$ cat src/rtl/game_countdown_timer.sv
// Round countdown timer: counts an M:SS value down in BCD, one step per
// incoming second tick, with pause, abort, a low-time warning and a single
// cycle timeout pulse when the display first reaches 0:00.
module game_countdown_timer #(
  parameter int START_MIN = 1,
  parameter int START_SEC = 30,
  parameter int WARN_SEC  = 10
) (
  input  logic       Clk,
  input  logic       Reset,
  input  logic       Tick,
  input  logic       Start,
  input  logic       Pause,
  input  logic       Abort,
  output logic [3:0] Min,
  output logic [2:0] SecTens,
  output logic [3:0] SecOnes,
  output logic       Running,
  output logic       Paused,
  output logic       Expired,
  output logic       Warn,
  output logic       Timeout
);

  localparam int         TENS_I     = START_SEC / 10;
  localparam int         ONES_I     = START_SEC % 10;
  localparam logic [3:0] ST_MIN     = 4'(START_MIN);
  localparam logic [2:0] ST_TENS    = 3'(TENS_I);
  localparam logic [3:0] ST_ONES    = 4'(ONES_I);
  localparam logic       ZERO_START = (START_MIN == 0) && (START_SEC == 0);
  localparam logic [9:0] WARN_LIM   = 10'(WARN_SEC);

  typedef enum logic [1:0] {
    S_IDLE,
    S_RUN,
    S_PAUSED,
    S_EXPIRED
  } state_t;

  state_t     state_q, state_d;
  logic [3:0] min_q, min_d;
  logic [2:0] sec_tens_q, sec_tens_d;
  logic [3:0] sec_ones_q, sec_ones_d;
  logic       timeout_q, timeout_d;

  logic [10:0] dec_val;
  logic        at_zero;
  logic        dec_zero;
  logic [9:0]  remaining;

  // One-second BCD decrement of M:SS with borrow through tens and minutes.
  function automatic logic [10:0] bcd_dec(input logic [3:0] m,
                                          input logic [2:0] t,
                                          input logic [3:0] o);
    logic [3:0] m_n;
    logic [2:0] t_n;
    logic [3:0] o_n;
    m_n = m;
    t_n = t;
    o_n = o;
    if (o != 4'd0) begin
      o_n = o - 4'd1;
    end else begin
      o_n = 4'd9;
      if (t != 3'd0) begin
        t_n = t - 3'd1;
      end else begin
        t_n = 3'd5;
        m_n = m - 4'd1;
      end
    end
    return {m_n, t_n, o_n};
  endfunction

  assign dec_val  = bcd_dec(min_q, sec_tens_q, sec_ones_q);
  assign at_zero  = (min_q == 4'd0) && (sec_tens_q == 3'd0) && (sec_ones_q == 4'd0);
  assign dec_zero = (dec_val == 11'd0);

  // Next-state and next-digit logic; Abort beats Start, Start beats Tick.
  always_comb begin
    state_d    = state_q;
    min_d      = min_q;
    sec_tens_d = sec_tens_q;
    sec_ones_d = sec_ones_q;
    timeout_d  = 1'b0;
    if (Abort) begin
      state_d    = S_IDLE;
      min_d      = ST_MIN;
      sec_tens_d = ST_TENS;
      sec_ones_d = ST_ONES;
    end else if (Start) begin
      min_d      = ST_MIN;
      sec_tens_d = ST_TENS;
      sec_ones_d = ST_ONES;
      if (ZERO_START) begin
        state_d   = S_EXPIRED;
        timeout_d = 1'b1;
      end else begin
        state_d = Pause ? S_PAUSED : S_RUN;
      end
    end else begin
      case (state_q)
        S_RUN, S_PAUSED: begin
          state_d = Pause ? S_PAUSED : S_RUN;
          // A tick only counts if we were already running and pause is low now.
          if ((state_q == S_RUN) && !Pause && Tick && !at_zero) begin
            {min_d, sec_tens_d, sec_ones_d} = dec_val;
            if (dec_zero) begin
              state_d   = S_EXPIRED;
              timeout_d = 1'b1;
            end
          end
        end
        default: begin
          state_d = state_q;
        end
      endcase
    end
  end

  // State, digit and timeout registers; async reset to the idle start time.
  always_ff @(posedge Clk or posedge Reset) begin
    if (Reset) begin
      state_q    <= S_IDLE;
      min_q      <= ST_MIN;
      sec_tens_q <= ST_TENS;
      sec_ones_q <= ST_ONES;
      timeout_q  <= 1'b0;
    end else begin
      state_q    <= state_d;
      min_q      <= min_d;
      sec_tens_q <= sec_tens_d;
      sec_ones_q <= sec_ones_d;
      timeout_q  <= timeout_d;
    end
  end

  assign remaining = (10'(min_q) * 10'd60) + (10'(sec_tens_q) * 10'd10) + 10'(sec_ones_q);

  // Flag decode straight from state; warning is the low-time window while counting.
  always_comb begin
    Running = (state_q == S_RUN) || (state_q == S_PAUSED);
    Paused  = (state_q == S_PAUSED);
    Expired = (state_q == S_EXPIRED);
    Warn    = Running && (remaining <= WARN_LIM) && (remaining != 10'd0);
  end

  assign Min     = min_q;
  assign SecTens = sec_tens_q;
  assign SecOnes = sec_ones_q;
  assign Timeout = timeout_q;

endmodule

$ cat config.mk
export PLATFORM = sky130hd
export DESIGN_NAME = game_countdown_timer
export DESIGN_NICKNAME = d
export VERILOG_FILES = /design/src/rtl/game_countdown_timer.sv
export SDC_FILE = /design/constraint.sdc
export NUM_CORES = 1
export LEC_CHECK = 0
export CAP_MARGIN = 25
export CORE_MARGIN = 4
export CORE_UTILIZATION = 34
export DETAILED_ROUTE_END_ITERATION = 12
export PLACE_DENSITY_LB_ADDON = 0.08
export SETUP_SLACK_MARGIN = 0.5
export SYNTH_ARGS = -nofsm -noshare
export SYNTH_HDL_FRONTEND = slang
export SYNTH_SLANG_ARGS = --single-unit
$ cat constraint.sdc
create_clock -name Clk -period 4.15 [get_ports Clk]
set_input_delay 0.415 -clock Clk [delete_from_list [all_inputs] [get_ports Clk]]
set_output_delay 0.415 -clock Clk [all_outputs]
set_load 0.05 [all_outputs]
# Yosys cells after proc, flatten, opt, wreduce, memory -nomap -nowiden
# Index checks and enable logic that the tools add are counted.
# classes
addsub	5
n_mul	2
n_lt_le_gt_ge	1
eq_ne	3
mux	28
reduce_logical	21
# ops
cell	n
2-to-1 mux 4 bit	11
2-to-1 mux 3 bit	6
2-to-1 mux 2 bit	6
zero test 11 bit	1
adder 10 x 4 -> 10 bit	1
adder 10 x 7 -> 10 bit	1
<= comparator 10 x 4 -> 1 bit (second input constant)	1
nonzero test 10 bit	1
nonzero test 3 bit	3
zero test 4 bit	2
multiplier 4 x 4 -> 8 bit (second input constant)	1
subtractor 4 x 1 -> 4 bit (second input constant)	2
logical AND 1 bit	7
multiplier 3 x 3 -> 6 bit (second input constant)	1
2-to-1 mux 1 bit	5
equality test 2 bit (second input constant)	2
nonzero test 4 bit	1
zero test 3 bit	1
subtractor 3 x 1 -> 3 bit (second input constant)	1
equality test 2 x 1 -> 1 bit (second input constant)	1
zero test 1 bit	2
AND reduction 2 bit	1
OR reduction 2 bit	1
logical OR 1 bit	1
# totals
reg_bits	14
inputBits	6
output_inout_bits	16

# Depth between registers and ports, before layout
# Gate-level depths: netlist (run 1).
# logic_depth
ltp_word	9
depth_mapped	13
ltp_nobuf	13

# Worst setup path before layout (run 1)
# No wires, ideal clock.
# synth_timing
path_type	reg-to-output
start	register min_q[2], in the netlist Min[2]
end	output Warn
arrival_ns	4.471
required_ns	3.735
setup_slack_ns	-0.736
stages_incl_launch_ff	12
cell_sequence	dfrtp_1 > fa_1 > fa_1 > inv_1 > fa_1 > xnor2_1 > ha_1 > ha_1 > a21o_1 > or3_1 > a2111oi_0 > and4b_1
# synth_via
elab_chain_cells	6
# synth_rtl
element	line_no	text
start: declaration	41	logic [3:0] min_q, min_d;
start signal: assignment	131	min_q <= min_d;
multiplier 4 x 4 -> 8 bit *	138	assign remaining = (10'(min_q) * 10'd60) + (10'(sec_tens_q) * 10'd10) + 10'(sec_ones_q);
adder 10 x 7 -> 10 bit *	138	
adder 10 x 4 -> 10 bit *	138	
<= comparator 10 x 4 -> 1 bit	145	Warn = Running && (remaining <= WARN_LIM) && (remaining != 10'd0);
logical AND 1 bit	145	
logical AND 1 bit *	145	
end: declaration	21	output logic Warn,
# Every way passes the cells marked *; elsewhere a longest branch is shown, timed or not.

# Worst setup path after layout (run 1)
# layout_timing
start	register min_q[0], in the netlist Min[0]
end	output Warn
# The elaborated chain is that of the path after synthesis.

==> metrics.cfg, run 1 <==
[setup_path]
rrSetupSlack_ns=1.92
crit_type=register to primary output
cp-start-kind=register
r2r-start=state_q[0]$_DFFE_PP0P_
critPathArrivalTime_ns=4.18
crit_fanout=4
required_ns=3.73
endpoint_kind=primary output
rr_worst_depth=6
r2r-end=Min[2]$_DFFE_PP0P_

[sta]
finalHoldViolCount=0
period_minus_slack_ns=4.60
setup_slack_ns=-0.448
tightest_slew_ns=0.536
fin_skew_ns=0.00171
maxSlewViolCount=0
fmax_mhz=217
rsz0062_at_grt=yes
post-route-period-util_pct=111
relSlewSlack_pct=64.2
setup_viol=1

[logic_synthesis]
syn-mean-instance-area_um2=9.65
ys_ff_latch=14
synthFlopType=dfrtp_1
seq_area_frac_synth_pct=20.7
netlist_area_um2=1710
synth_edf_count=0
synth-async-reset-ratio_pct=100
syn_nets=224
yosys_warnings=0
ys_types=46
netlist_instances=177

[clocking]
cts_max_level=1
postCtsSetupBuffers=0
numClockSinks=14
clkTransAtPathRegs_ns=0.06
cts_root_buf=clkbuf_8
cts_buffers=3
cts.path.max_buffers=2
clk_latency_ns=0.24
hold_buffers=0
cts_tree=built

[power_and_ir_drop]
finalPower_uw=304
powerDensity_nw_per_um2=137
ir_drop_mv=0.156
leakage_nw=0.971

[floorplan]
die_h_um=78.9
io_pins=22
initial_core_util_pct=35.7
chipWidth_um=78.9
core_um2=4790
dieArea_um2=6220
fp-row-count=25

[route]
dr.pass1.iters=4
wl_per_cell_um=14.2
num_vias=1433
ant_nets=0
drc=0
drt_iter0_drc=99
totalWireLength_um=4030
via_per_inst=5.06

[run_status]
violations=negative setup slack
status=complete, but fails checks

[place]
detailed_place.area_um2=2150
dp_hpwl_um=3280
dp.cells=279
place.gp.congestion=0.760
port_buffers=21

[global_routing]
grt_max_degree=15
antenna_found_initial=0
grt_pass1_wl_um=7020
overflow=0
grt_usage_pct=13.8
grt_pass1_vias=1478

[finish]
nFillCells=443
antenna_cells=0
drive_gt1_share_pct=17.6
nets=264
synthToLayoutAreaGrowth_pct=29.7
final_area_um2=2220
instances_no_fill=283

[worst_hold_path]
min_path_type=primary input to async pin

[job]
drv_cap=0

## synth_stat cells, types with 3 or more instances
library cell | number | area (um^2)
nand2b_1 | 3 | 18.8
a21oi_1 | 13 | 65.1
o21ai_0 | 6 | 30.0
xnor2_1 | 6 | 52.6
dfstp_2 | 3 | 78.8
nand3_1 | 6 | 30.0
ha_1 | 33 | 413
xor2_1 | 4 | 35.0
nor3_1 | 6 | 30.0
nor2_1 | 12 | 45.0
fa_1 | 8 | 160
a21o_1 | 3 | 22.5
a211oi_1 | 3 | 22.5
dfrtp_1 | 11 | 275
inv_1 | 15 | 56.3
nand2_1 | 4 | 15.0
## how the worst max path moves through the flow
stage | startpoint | slack, ns | to | depth (start not counted)
floorplan | Min[0]$_DFFE_PP1P_ | -0.33 | Warn | 11
global placement | Min[0]$_DFFE_PP1P_ | -0.30 | Warn | 12
detailed placement | Min[0]$_DFFE_PP1P_ | -0.39 | Warn | 12
CTS | Min[0]$_DFFE_PP1P_ | -0.49 | Warn | 12
global route | Min[0]$_DFFE_PP1P_ | -0.60 | Warn | 12
finish | Min[0]$_DFFE_PP1P_ | -0.45 | Warn | 12
## through the flow
step                      setup TNS [ns]  util [%]  worst slack, ns  hold slack, ns
after floorplan                   -0.332         -           -0.332           0.302
after global placement            -0.305      44.9           -0.305           0.569
after detailed placement          -0.395      44.9           -0.395           0.573
after CTS                         -0.488      46.3           -0.488           0.534
after global routing              -0.602      46.3           -0.602           0.581
final                             -0.448      46.3           -0.448           0.509
## cell families (layout without fill, tap and decap cells)
family,after synthesis,count (layout),share of synthesized area [%]
XOR/XNOR,10,10,5.13
AO/OA/AOI/OAI,43,43,17.2
adder cells (fa/ha/maj),41,41,33.6
multiplexers,2,2,1.17
flip-flops,14,14,20.7
buffers and inverters,17,56,4.62
AND/OR/NAND/NOR,50,50,17.6
## timing repair
item	4_1_cts	5_1_grt
setup endpoints to repair	1	1
resized for setup	4	1
pin swaps	3	1
## flip-flops by register name (all words and copies together) (netlist names)
| signal | flops |
|---|---|
| Min | 4 |
| SecTens | 3 |
| Timeout | 1 |
| state_q | 2 |
| SecOnes | 4 |
## critical path: stages, from the launching register on
cell	delay, ns
dfstp_4	0.61
fa_1	0.45
fa_1	0.52
inv_1	0.06
fa_2	0.34
xnor2_1	0.13
ha_1	0.31
ha_4	0.24
a21o_1	0.19
or3_4	0.37
a2111oi_4	0.29
and4b_2	0.29
buf_12	0.14
## power breakdown
part / switching, mW / total (mW) / internal (mW)
registers: 0.00295 / 0.142 / 0.139
clock network: 0.0465 / 0.114 / 0.0678
logic: 0.0292 / 0.0481 / 0.0189
total: 0.0786 / 0.304 / 0.226
## layer usage
layer	routed length [um]	track usage, %
met5	0	0
met4	14	1.03
met3	126	2.61
met2	1880	23.2
met1	2000	19.3
## layout make-up
cell class | instances | area [um^2] | share of cell area (%)
Inverter | 15 | 56.3 | 2.54
Sequential cell | 14 | 360 | 16.3
Clock buffer | 4 | 45.0 | 2.03
Tap cell | 67 | 83.8 | 3.78
Multi-Input combinational cell | 146 | 1330 | 60.0
Timing Repair Buffer | 37 | 340 | 15.4
## placed cells by master, fill, tap and decap left out, drive strengths merged, types with 3 or more instances in the layout
master         Yosys  final
a211oi             3      3
a21o               3      3
a21oi             13     13
buf                2     17
clkbuf             0      4
clkdlybuf4s50      0     20
dfrtp             11     11
dfstp              3      3
fa                 8      8
ha                33     33
inv               15     15
nand2              4      4
nand2b             3      3
nand3              6      6
nor2              12     12
nor3               6      6
nor4               3      3
o21ai              7      7
or4                3      3
xnor2              6      6
xor2               4      4
No activity file was read; power rests on OpenSTA's default activity.
==> inputs of run 2 (changes only) <==
--- a/config.mk
+++ b/config.mk
@@ -11,6 +11,7 @@
 export DETAILED_ROUTE_END_ITERATION = 12
 export PLACE_DENSITY_LB_ADDON = 0.08
 export SETUP_SLACK_MARGIN = 0.5
+export SLEW_MARGIN = 20
 export SYNTH_ARGS = -nofsm -noshare
 export SYNTH_HDL_FRONTEND = slang
 export SYNTH_SLANG_ARGS = --single-unit
==> results of run 2 <==
Final layout, timing and power as in run 1 (identical DEF).
